[src/rtl/fmul_wb.sv]
// Writeback stage for a fixed-latency fmul: tracks issued tags through a shift
// pipeline, captures ovf/y at their slots, and buffers results in a credit-checked FIFO.
module fmul_wb #(
    parameter int NSTAGE = 3,
    parameter int DEPTH  = 4,
    parameter int TAGW   = 6
) (
    input  logic            clk,
    input  logic            rst,
    input  logic            flush,
    input  logic            issue_valid,
    input  logic [TAGW-1:0] issue_tag,
    output logic            issue_ready,
    input  logic [31:0]     mul_y,
    input  logic            mul_ovf,
    output logic            wb_valid,
    input  logic            wb_ready,
    output logic [31:0]     wb_data,
    output logic [TAGW-1:0] wb_tag,
    output logic            wb_ovf,
    output logic            err
);

    localparam int PW = (DEPTH > 1) ? $clog2(DEPTH) : 1;
    localparam int CW = $clog2(DEPTH) + 1;

    // r_vld[k-1] / r_tag[k-1] hold pipeline slot k
    logic [NSTAGE-1:0] r_vld;
    logic [TAGW-1:0]   r_tag [NSTAGE];
    logic              r_ovf;
    logic [31:0]       r_mem_data [DEPTH];
    logic [TAGW-1:0]   r_mem_tag  [DEPTH];
    logic              r_mem_ovf  [DEPTH];
    logic [PW-1:0]     r_wr;
    logic [PW-1:0]     r_rd;
    logic [CW-1:0]     r_cnt;
    logic              r_err;

    logic              w_acc;
    logic [NSTAGE:0]   w_slots;
    logic              w_push;
    logic              w_pop;
    logic [31:0]       w_infl;

    function automatic logic [PW-1:0] ptr_inc(input logic [PW-1:0] p);
        ptr_inc = (p == PW'(DEPTH - 1)) ? PW'(0) : p + PW'(1);
    endfunction

    assign w_acc    = issue_valid && issue_ready && !flush;
    assign w_slots  = {r_vld, w_acc};
    assign w_push   = r_vld[NSTAGE-1];
    assign wb_valid = (r_cnt != CW'(0));
    assign w_pop    = wb_valid && wb_ready;
    assign err      = r_err;

    // Count occupied pipeline slots for the issue credit check
    always_comb begin
        w_infl = 32'd0;
        for (int k = 0; k < NSTAGE; k++) begin
            w_infl = w_infl + {31'd0, r_vld[k]};
        end
    end

    // Credit excludes a same-cycle pop on purpose
    assign issue_ready = (w_infl + 32'(r_cnt)) < 32'(DEPTH);

    assign wb_data = wb_valid ? r_mem_data[r_rd] : 32'd0;
    assign wb_tag  = wb_valid ? r_mem_tag[r_rd]  : {TAGW{1'b0}};
    assign wb_ovf  = wb_valid ? r_mem_ovf[r_rd]  : 1'b0;

    // Slot valid shift register, cleared by reset or flush
    always_ff @(posedge clk) begin
        if (rst || flush) begin
            r_vld <= '0;
        end else begin
            for (int k = NSTAGE - 1; k > 0; k--) begin
                r_vld[k] <= r_vld[k-1];
            end
            r_vld[0] <= w_acc;
        end
    end

    // Tag shift and ovf capture; ovf is valid one cycle ahead of y
    always_ff @(posedge clk) begin
        for (int k = NSTAGE - 1; k > 0; k--) begin
            r_tag[k] <= r_tag[k-1];
        end
        r_tag[0] <= issue_tag;
        r_ovf    <= w_slots[NSTAGE-1] ? mul_ovf : 1'b0;
    end

    // Result storage write port
    always_ff @(posedge clk) begin
        if (w_push) begin
            r_mem_data[r_wr] <= mul_y;
            r_mem_tag[r_wr]  <= r_tag[NSTAGE-1];
            r_mem_ovf[r_wr]  <= r_ovf;
        end
    end

    // FIFO pointers and occupancy
    always_ff @(posedge clk) begin
        if (rst || flush) begin
            r_wr  <= '0;
            r_rd  <= '0;
            r_cnt <= '0;
        end else begin
            if (w_push) r_wr <= ptr_inc(r_wr);
            if (w_pop)  r_rd <= ptr_inc(r_rd);
            case ({w_push, w_pop})
                2'b10:   r_cnt <= r_cnt + CW'(1);
                2'b01:   r_cnt <= r_cnt - CW'(1);
                default: r_cnt <= r_cnt;
            endcase
        end
    end

    // Sticky over-issue flag
    always_ff @(posedge clk) begin
        if (rst) begin
            r_err <= 1'b0;
        end else if (issue_valid && !issue_ready) begin
            r_err <= 1'b1;
        end else begin
            r_err <= r_err;
        end
    end

endmodule

[config.mk]
export PLATFORM = sky130hd
export DESIGN_NAME = fmul_wb
export DESIGN_NICKNAME = d
export VERILOG_FILES = /design/src/rtl/fmul_wb.sv
export SDC_FILE = /design/constraint.sdc
export NUM_CORES = 1
export LEC_CHECK = 0
export CORE_MARGIN = 1.5
export CORE_UTILIZATION = 45
export DETAILED_ROUTE_END_ITERATION = 10
export GPL_TIMING_DRIVEN = 0
export HOLD_SLACK_MARGIN = 0.02
export PLACE_DENSITY = 0.67
export SYNTH_ARGS = -nofsm -noshare
export SYNTH_HDL_FRONTEND = slang
export SYNTH_SLANG_ARGS = --single-unit
[constraint.sdc]
create_clock -name clk -period 4.3 [get_ports clk]
set_input_delay 0.86 -clock clk [delete_from_list [all_inputs] [get_ports clk]]
set_output_delay 0.86 -clock clk [all_outputs]
set_load 0.02 [all_outputs]
Word level (Yosys, flattened, before mapping)
Memories as Yosys holds them, arrays and structs flattened. A register that Yosys moved wholly into a read port is not among the register bits.
Cells that the tools add are included.
{"block": "totals", "out_inout_bits": 42, "rom_bits": 0, "wordCells": 45, "in_bits": 44, "mem_count": 4, "regBits": 12, "ramBits": 174, "latchBits": 0}
{"name": "r_mem_data", "words": 4, "word_bits": 32, "read_ports": 1, "rd_clocked_by_memory_dff": 1, "wr": 1, "line_no": "31", "rtl": "logic [31:0] r_mem_data [DEPTH];"}
{"name": "r_mem_tag", "words": 4, "word_bits": 6, "read_ports": 1, "rd_clocked_by_memory_dff": 1, "wr": 1, "line_no": "32", "rtl": "logic [TAGW-1:0] r_mem_tag [DEPTH];"}
{"name": "r_tag", "words": 3, "word_bits": 6, "read_ports": 3, "rd_clocked_by_memory_dff": 0, "wr": 3, "line_no": "29", "rtl": "logic [TAGW-1:0] r_tag [NSTAGE];"}
{"name": "r_mem_ovf", "words": 4, "word_bits": 1, "read_ports": 1, "rd_clocked_by_memory_dff": 1, "wr": 1, "line_no": "33", "rtl": "logic r_mem_ovf [DEPTH];"}
{"block": "op_classes", "order_cmp": 1, "bitwise_logic": 0, "muxes": 14, "n_reduce_logical": 9, "eq_ne": 4, "add_sub_neg": 7, "div": 0, "n_shift": 0, "n_mul": 0}
{"op": "2-to-1 mux 32 bit", "count": 1}
{"op": "2-to-1 mux 2 bit", "count": 8}
{"op": "== test 2 bit, second input constant", "count": 3}
{"op": "2-to-1 mux 6 bit", "count": 1}
{"op": "one-hot mux 3 bit (2 select lines)", "count": 1}
{"op": "adder 2 x 1 -> 2 bit, second input constant", "count": 2}
{"op": "adder 3 x 3 -> 4 bit", "count": 1}
{"op": "logical AND 1 bit", "count": 4}
{"op": "less-than comparator 4 x 3 -> 1 bit, second input constant", "count": 1}
{"op": "adder 2 x 1 -> 3 bit", "count": 1}
{"op": "adder 3 x 1 -> 3 bit, second input constant", "count": 1}
{"op": "2-to-1 mux 1 bit", "count": 3}
{"op": "nonzero test 3 bit", "count": 1}
{"op": "subtractor 3 x 1 -> 3 bit, second input constant", "count": 1}
{"op": "adder 1 x 1 -> 2 bit", "count": 1}
{"op": "== test 2 x 1 -> 1 bit, second input constant", "count": 1}
{"op": "logical NOT 1 bit", "count": 2}
{"op": "nonzero test 2 bit", "count": 1}
{"op": "logical OR 1 bit", "count": 1}

Longest topological paths before layout
Gate-level depths: netlist of the first run.
{"block": "logic_depth", "depth_word": 6, "depth_mapped": 8, "mapped_depth_nobuf": 8}

Worst setup path before layout of the first run
No wires, ideal clock.
{"block": "synth_timing", "path_type": "register to output", "from": "register r_vld[0]", "to": "output port issue_ready", "path_buffers": 0, "path_slack_ns": 1.768, "path_stages_with_launch": 4, "required_time_ns": 3.440, "arrival_ns": 1.672, "path_cell_list": "dfxtp_1 fa_1 ha_1 a311oi_1"}
{"block": "synth_via", "elab_chain_len": 4}
{"item": "start: declaration", "line_no": "28", "rtl": "logic [NSTAGE-1:0] r_vld;"}
{"item": "start signal: indexed assignment", "line_no": "77", "rtl": "r_vld[k] <= r_vld[k-1];"}
{"item": "start signal: assignment", "line_no": "79", "rtl": "r_vld[0] <= w_acc;"}
{"item": "adder 1 x 1 -> 2 bit", "line_no": "60", "rtl": "w_infl = w_infl + {31'd0, r_vld[k]};"}
{"item": "adder 2 x 1 -> 3 bit", "line_no": "60"}
{"item": "adder 3 x 3 -> 4 bit", "line_no": "65", "rtl": "assign issue_ready = (w_infl + 32'(r_cnt)) < 32'(DEPTH);"}
{"item": "less-than comparator 4 x 3 -> 1 bit", "line_no": "65"}
{"item": "end: declaration", "line_no": "13", "rtl": "output logic issue_ready,"}
Every way passes these cells.

Final worst setup path of the first run
{"block": "layout_timing", "from": "register r_cnt[0]", "to": "output port wb_ovf"}
{"block": "layout_via", "elab_chain_len": 2}
{"item": "start: declaration", "line_no": "36", "rtl": "logic [CW-1:0] r_cnt;"}
{"item": "start signal: assignment", "line_no": "111", "rtl": "2'b10: r_cnt <= r_cnt + CW'(1);"}
{"item": "start signal: assignment", "line_no": "112", "rtl": "2'b01: r_cnt <= r_cnt - CW'(1);"}
{"item": "start signal: assignment", "line_no": "113", "rtl": "default: r_cnt <= r_cnt;"}
{"item": "nonzero test 3 bit", "line_no": "52", "rtl": "assign wb_valid = (r_cnt != CW'(0));"}
{"item": "2-to-1 mux 1 bit", "line_no": "69", "rtl": "assign wb_ovf = wb_valid ? r_mem_ovf[r_rd] : 1'b0;"}
{"item": "end: declaration", "line_no": "20", "rtl": "output logic wb_ovf,"}
Every way passes these cells.

==> summary.md, run 1 <==
| Metric | Value |
|---|---|
| DRT antenna net count | `0` |
| Largest net degree at the start of global routing | `32` |
| Worst path arrival time | `2.73 ns` |
| Nets | `493` |
| Number of global-route vias before repair | `3484` |
| Hold Buf Count CTS | `0` |
| Setup TNS | `0 ns` |
| Critical Path Sink Type | `primary output` |
| Number of synthesized flops with an enable pin | `156` |
| R2r worst-path depth | `8` |
| R2R Path Start | `r_cnt[0]` |
| RSZ-0062 raised after global routing | `false` |
| P_leak | `0.00276 uW` |
| Status | `finished, final reports clean` |
| Area of the mapped netlist | `6890 sq um` |
| Cells on Worst Hold Path | `0` |
| Synth area leader | `edfxtp_1` |
| DRT iter0 DRCs | `approximately 160` |
| Max FO, Critical Path | `10` |
| R2R setup slack | `2.17 ns` |
| Core area | `between 15000 and 20000 sq um` |
| Synth Register Bits | `188` |
| Buf/Inv on CP | `2` |
| Max Slew Vio Count | `0` |
| PortBufs | `85` |
| Reg2reg end | `r_cnt[2]` |
| Placed Instances | `609` |
| DPL Wire Length | `7260 microns` |
| Wire per inst | `18.2 microns` |
| CTS Buf Count | `17` |
| Synth Flop Type | `edfxtp_1` |
| Clock-pin transition on the worst setup and hold timing paths | `0.06 ns` |
| Max stage delay cell, worst path | `nor3_1` |
| Synth cell count leaders | `edfxtp_1, mux4_2, nor2b_1` |
| DRC | `0` |
| Die area | `16100 sq um` |
| Diodes inserted | `0` |
| Area Growth Syn to Fin | `25.6%` |
| Row count | `45` |
| FMAX | `279 MHz` |
| Top cell type's share of synthesized area | `68.0%` |
| Hold Fails Final Rpt | `0` |
| CTS tree | `done` |
| Worst min-delay path endpoint | `r_tag[0][16]` |
| Die X | `127 microns` |
| Initial core utilization | `45.6%` |
| Worst hold-check path type | `flip-flop to flip-flop` |
| Met3 usage | `4.85%` |
| Worst Path Required | `approximately 3.4 ns` |
| Max-cap violations | `0` |
| Initial antenna violation count | `0` |
| Vias per inst | `around 5.1` |
| Clock root buffer | `clkbuf_16` |
| M2 GR Usage | `25.7%` |
| Final setup viols | `0` |
| Post-Syn Instances | `332` |
| Synth cell types | `27` |
| Post-synthesis async set-or-reset flop share | `0%` |
| Power per cell area | `between 400 and 500 nW/um^2` |
| Top Ports | `86` |
| Slew Limit Headroom | `50.3%` |
| Slowest Stage Delay on Critical Path | `roughly 0.64 ns` |
| Register area share after synthesis | `roughly 77%` |
| Buffer levels on the longest clock path | `2` |
| Total track usage | `15.8%` |
| Most common cell in the netlist | `edfxtp_1` |
| CP Cell Sequence | `nor3_1 > clkbuf_1 > nor2b_1 > clkdlybuf4s50_1` |
| Clock sink total | `188` |
| Syn_nets | `around 390` |
| Top post-synthesis cells by area | `edfxtp_1, mux4_2, dfxtp_1, nor2b_1, ha_1` |
| Avg Cell Area, Syn | `20.7 sq um` |
| CP Class | `flip-flop to primary output` |
| First-pass GRT wire length | `18400 microns` |
| Placer Congestion | `0.718` |
| Die extent in y | `around 130 microns` |
| Insertion delay to the later sink of the worst-skew pair | `between 0.4 and 0.5 ns` |
| Grt met1 use | `between 10% and 20%` |
| Fin cells | `approximately 640` |
| CP Launch Point | `r_cnt[0]` |
| Worst slew pin tran | `roughly 0.74 ns` |
| CP delay by family, top | `buffers and inverters` |
| Maximum vdd ir drop | `between 0.2 and 0.3 mV` |
| Start point of the worst hold path | `r_tag[0][10]` |
| Share of layout cells above drive strength 1 | `18.8%` |
| Detailed Route WL | `11700 microns` |
| Post-CTS Resized | `0` |
| GR peak layer | `met2` |
| Setup clock skew after layout | `0.00870 ns` |
| First-pass DRT Iterations | `4` |
| Crit path time final | `3.59 ns` |
| Via Count | `~3300` |
| Grt ovf | `0` |
| Ys Warns | `0` |
| Final Cycle Share | `83.5%` |
| H-tree depth | `4` |
| Startpoint Class | `flip-flop` |
| Number of setup buffers added after CTS | `0` |
-- metrics by stage --
| stage | util, % | instance area (sq um) | power, uW | hold slack [ns] | worst slack, ns |
|---|---|---|---|---|---|
| 2_1_floorplan | - | 6890 | 2030 | 0.310 | 1.77 |
| 3_3_place_gp | 52.8 | 7970 | 2080 | 0.310 | 1.16 |
| 3_5_place_dp | 53.4 | 8060 | 2090 | 0.312 | 1.15 |
| 4_1_cts | 57.3 | 8650 | 3580 | 0.328 | 0.664 |
| 5_1_grt | 57.3 | 8650 | 3650 | 0.332 | 0.586 |
| 6_report | 57.3 | 8650 | 3540 | 0.326 | 0.711 |
-- how the worst max path moves through the flow --
stage                  end  depth (start not counted)
2_1_floorplan  issue_ready                          3
3_3_place_gp        wb_ovf                          4
3_5_place_dp        wb_ovf                          4
4_1_cts             wb_ovf                          4
5_1_grt             wb_ovf                          4
6_report            wb_ovf                          4
-- state kept, by name, indices dropped and copies added, names as in the netlist, named ones only --
signal and flops:
r_mem_ovf 4, r_tag 18, r_wr 2, r_mem_data 128, err 1, r_rd 2
r_mem_tag 24, r_cnt 3, r_vld 3, r_ovf 1
-- layer usage --
metal	routed length, microns	share of wire (%)
met1	5190	44
met2	5800	50
met3	513	4.4
met4	167	1.4
met5	0	0
-- cells in the final DEF, fill, tap and decap left out, types with 3 or more instances in the layout --
cell             synthesis  final
ha_1                     7      7
and2_2                   0      4
mux4_2                  39     39
clkinv_2                 0      3
and2_1                   7      3
edfxtp_1               156    156
clkbuf_1                 8      9
nor2_1                   5      5
inv_1                    9      9
buf_12                   0      3
clkdlybuf4s50_1          0     85
dfxtp_1                 32     32
clkbuf_16                0     20
a21oi_1                  4      4
nor2b_1                 39     39
-- final cells by class --
| class | count | area, sq um |
|---|---|---|
| multi-input combinational | 121 | 1450 |
| inverter | 9 | 33.8 |
| timing repair buffer | 89 | 938 |
| buffer | 14 | 77.6 |
| fill | 1155 | 6440 |
| tap | 188 | 235 |
| clock buffer | 21 | 504 |
| sequential | 188 | 5330 |
| clock inverter | 11 | 77.6 |
-- logic make-up after synthesis --
group           Yosys count  share of synthesized area, %
mux                      40                          12.9
simple gates             61                          5.23
fa+ha+maj                 9                          1.85
flops                   188                          77.3
xor+xnor                  3                         0.382
compound gates            8                         0.672
buf+inv                  23                          1.62
-- where the power goes --
group	leakage [uW]	total (uW)	internal, uW	switching (uW)
combinational	0.000804	61.9	39.3	22.7
clock	0.000286	1490	846	646
sequential	0.00167	1980	1980	4.49
No activity file was read; power rests on OpenSTA's default activity.
==> run 2: changes to the inputs <==
Settings changed: PLACE_DENSITY 0.67 to 0.69.
Clock period 4.3 ns to 3.05 ns, I/O delays scaled along.
==> run 2 against run 1 <==
Net effect:
- worst hold slack barely moved
- final cell count shrank 0.16%
- critical path type unchanged
- register-to-register slack got worse by 1.2 ns
- flip-flop and latch count did not move
- die area is the same
- clock power rose by 50%
- highest routed layer unchanged
- routed wire length increased by 1.0%
==> summary.md, run 2 (synthesized netlist as in run 1, its figures left out) <==
| Metric | Value |
|---|---|
| Critical Path Sink Type | `primary output` |
| Max reg flops | `128` |
| Worst slew pin tran | `0.586 ns` |
| Hold Fails Final Rpt | `0` |
| DPL Wire Length | `7260 microns` |
| DRT antenna net count | `0` |
| Area Growth Syn to Fin | `26.0%` |
| Maximum vdd ir drop | `0.377 mV` |
| Max FO, Critical Path | `19` |
| Total track usage | `between 10% and 20%` |
| Placer Congestion | `0.675` |
| Nets | `492` |
| Insertion delay to the later sink of the worst-skew pair | `0.43 ns` |
| First-pass DRT Iterations | `4` |
| Total power | `5120 uW` |
| Largest net degree at the start of global routing | `26` |
| CP Class | `flip-flop to primary output` |
| Place WS | `0.247 ns` |
| CTS tree | `done` |
| Commonest non-fill, non-tap cells in the layout | `edfxtp_1, clkdlybuf4s50_1, mux4_2, nor2b_1, dfxtp_1` |
| Wire per inst | `18.4 microns` |
| Top Ports | `86` |
| Hold Buf Count CTS | `0` |
| Buffer levels on the longest clock path | `2` |
| First-pass GRT wire length | `18300 microns` |
| Post-route setup slack | `roughly 0.097 ns` |
| Die X | `127 microns` |
| Setup TNS | `0 ns` |
| DRC | `0` |
| DRT iter0 DRCs | `177` |
| Die area | `16100 sq um` |
| Worst Path Required | `2.44 ns` |
| Number of setup buffers added after CTS | `0` |
| Clock root buffer | `clkbuf_16` |
| Worst path arrival time | `2.34 ns` |
| Core area | `15100 sq um` |
| Setup clock skew after layout | `0.00771 ns` |
| Largest regs | `r_mem_data x128, r_mem_tag x24, r_tag x18` |
| H-tree depth | `4` |
| FMAX | `about 340 MHz` |
| Max Slew Vio Count | `0` |
| Number of global-route vias before repair | `3440` |
| Startpoint Class | `flip-flop` |
| Status | `finished, final reports clean` |
| Die extent in y | `approximately 130 microns` |
| Final setup viols | `0` |
| RSZ-0062 raised after global routing | `true` |
| Detailed Route WL | `between 10000 and 15000 microns` |
| Initial core utilization | `45.6%` |
| Most flop-heavy register | `r_mem_data` |
| Final Cycle Share | `a little under 100%` |
| Power per cell area | `590 nW/um^2` |
| Max-cap violations | `0` |
| Vias per inst | `5.12` |
| Initial antenna violation count | `0` |
| DP Area | `8060 sq um` |
| Worst hold-check path type | `flip-flop to flip-flop` |
| Clock-pin transition on the worst setup and hold timing paths | `~0.060 ns` |
| Diodes inserted | `0` |
| Crit path time final | `2.95 ns` |
| Final instance area | `8680 sq um` |
| Via Count | `3276` |
| Grt ovf | `0` |
| CTS Buf Count | `17` |
| Slew Limit Headroom | `roughly three fifths` |
| Most common cell after layout, fill and taps aside | `edfxtp_1` |
| PortBufs | `85` |
| Share of layout cells above drive strength 1 | `19.5%` |
| P_leak | `0.00278 uW` |
| Row count | `45` |
| Clock sink total | `188` |
## run 2: cell count changes in the layout (fill, tap and decap cells not counted), moves of 3 or more
| cell | delta |
|---|---|
| bufinv_16 | +4 |
| clkbuf_1 | -4 |
| clkbuf_16 | -3 |
| clkbuf_2 | +6 |
| clkdlybuf4s50_1 | -5 |
| dlygate4sd2_1 | +5 |
## run 2: path summary, 6_finish.rpt
path | start | end | slack, ns | depth (start not counted)
max | flip-flop | wb_tag[4] | 0.1 | 4
min | r_tag[0][10] | r_tag[0][16] | 0.33 | 0
max reg2reg | r_cnt[0] | r_cnt[2] | 1.00 | 8
min reg2reg | r_tag[0][10] | r_tag[0][16] | 0.33 | 0
## run 2: repair_timing
| item | in CTS | in global routing |
|---|---|---|
| setup endpoints to repair | 41 | 24 |
| resized for setup | 13 | 5 |
| endpoints found under the hold margin | 0 | 0 |
## run 2: layer usage
layer,vias to the layer above,routed length (microns),global-route usage [%]
met4,0,320,7.75
met2,86,5910,26.3
met1,1661,5070,19.2
li1,1504,-,-
met3,25,494,4.09
met5,-,0,0
## run 2: report_power, final
| part | total [uW] | internal, uW | switching [uW] |
|---|---|---|---|
| Sequential | 2800 | 2790 | 6.53 |
| Clock | 2240 | 1370 | 873 |
| Combinational | 87.6 | 55.5 | 32.1 |
| Total | 5120 | 4210 | 911 |
## run 2: critical path, stage by stage (launching register included)
cell and delay (ns):
dfxtp_1 0.39, buf_8 0.27, mux4_2 0.56, nor2b_1 0.15, clkdlybuf4s50_1 0.54
## run 2: through the flow
step	cells	hold slack [ns]	utilization, %
after floorplan	332	0.310	-
after global placement	605	0.311	52.8
after detailed placement	609	0.312	53.4
after CTS	640	0.327	57.4
after global routing	640	0.333	57.5
final	640	0.326	57.5
## run 2: layout make-up
| class | instances | area [sq um] |
|---|---|---|
| fill | 1136 | 6410 |
| clock inverter | 12 | 173 |
| multi-input combinational | 121 | 1470 |
| buffer | 13 | 82.6 |
| timing repair buffer | 89 | 925 |
| sequential | 188 | 5330 |
| tap | 188 | 235 |
| clock buffer | 20 | 437 |
| inverter | 9 | 33.8 |
==> run 3: changes to the inputs <==
Settings changed: PLACE_DENSITY 0.69 to 0.67, TNS_END_PERCENT from default to 50.
Clock period 3.05 ns to 3.8 ns, I/O delays scaled along.
==> results of run 3 <==
Same layout as run 1 (identical final DEF). Status: finished, final reports clean.
Among the figures that moved: setup slack after placement 1.15 ns -> 0.753 ns; setup slack after layout 0.711 ns -> 0.311 ns; register-to-register setup slack 2.17 ns -> 1.67 ns; total power 3540 uW -> 4000 uW; worst IR drop on VDD 0.256 mV -> 0.290 mV
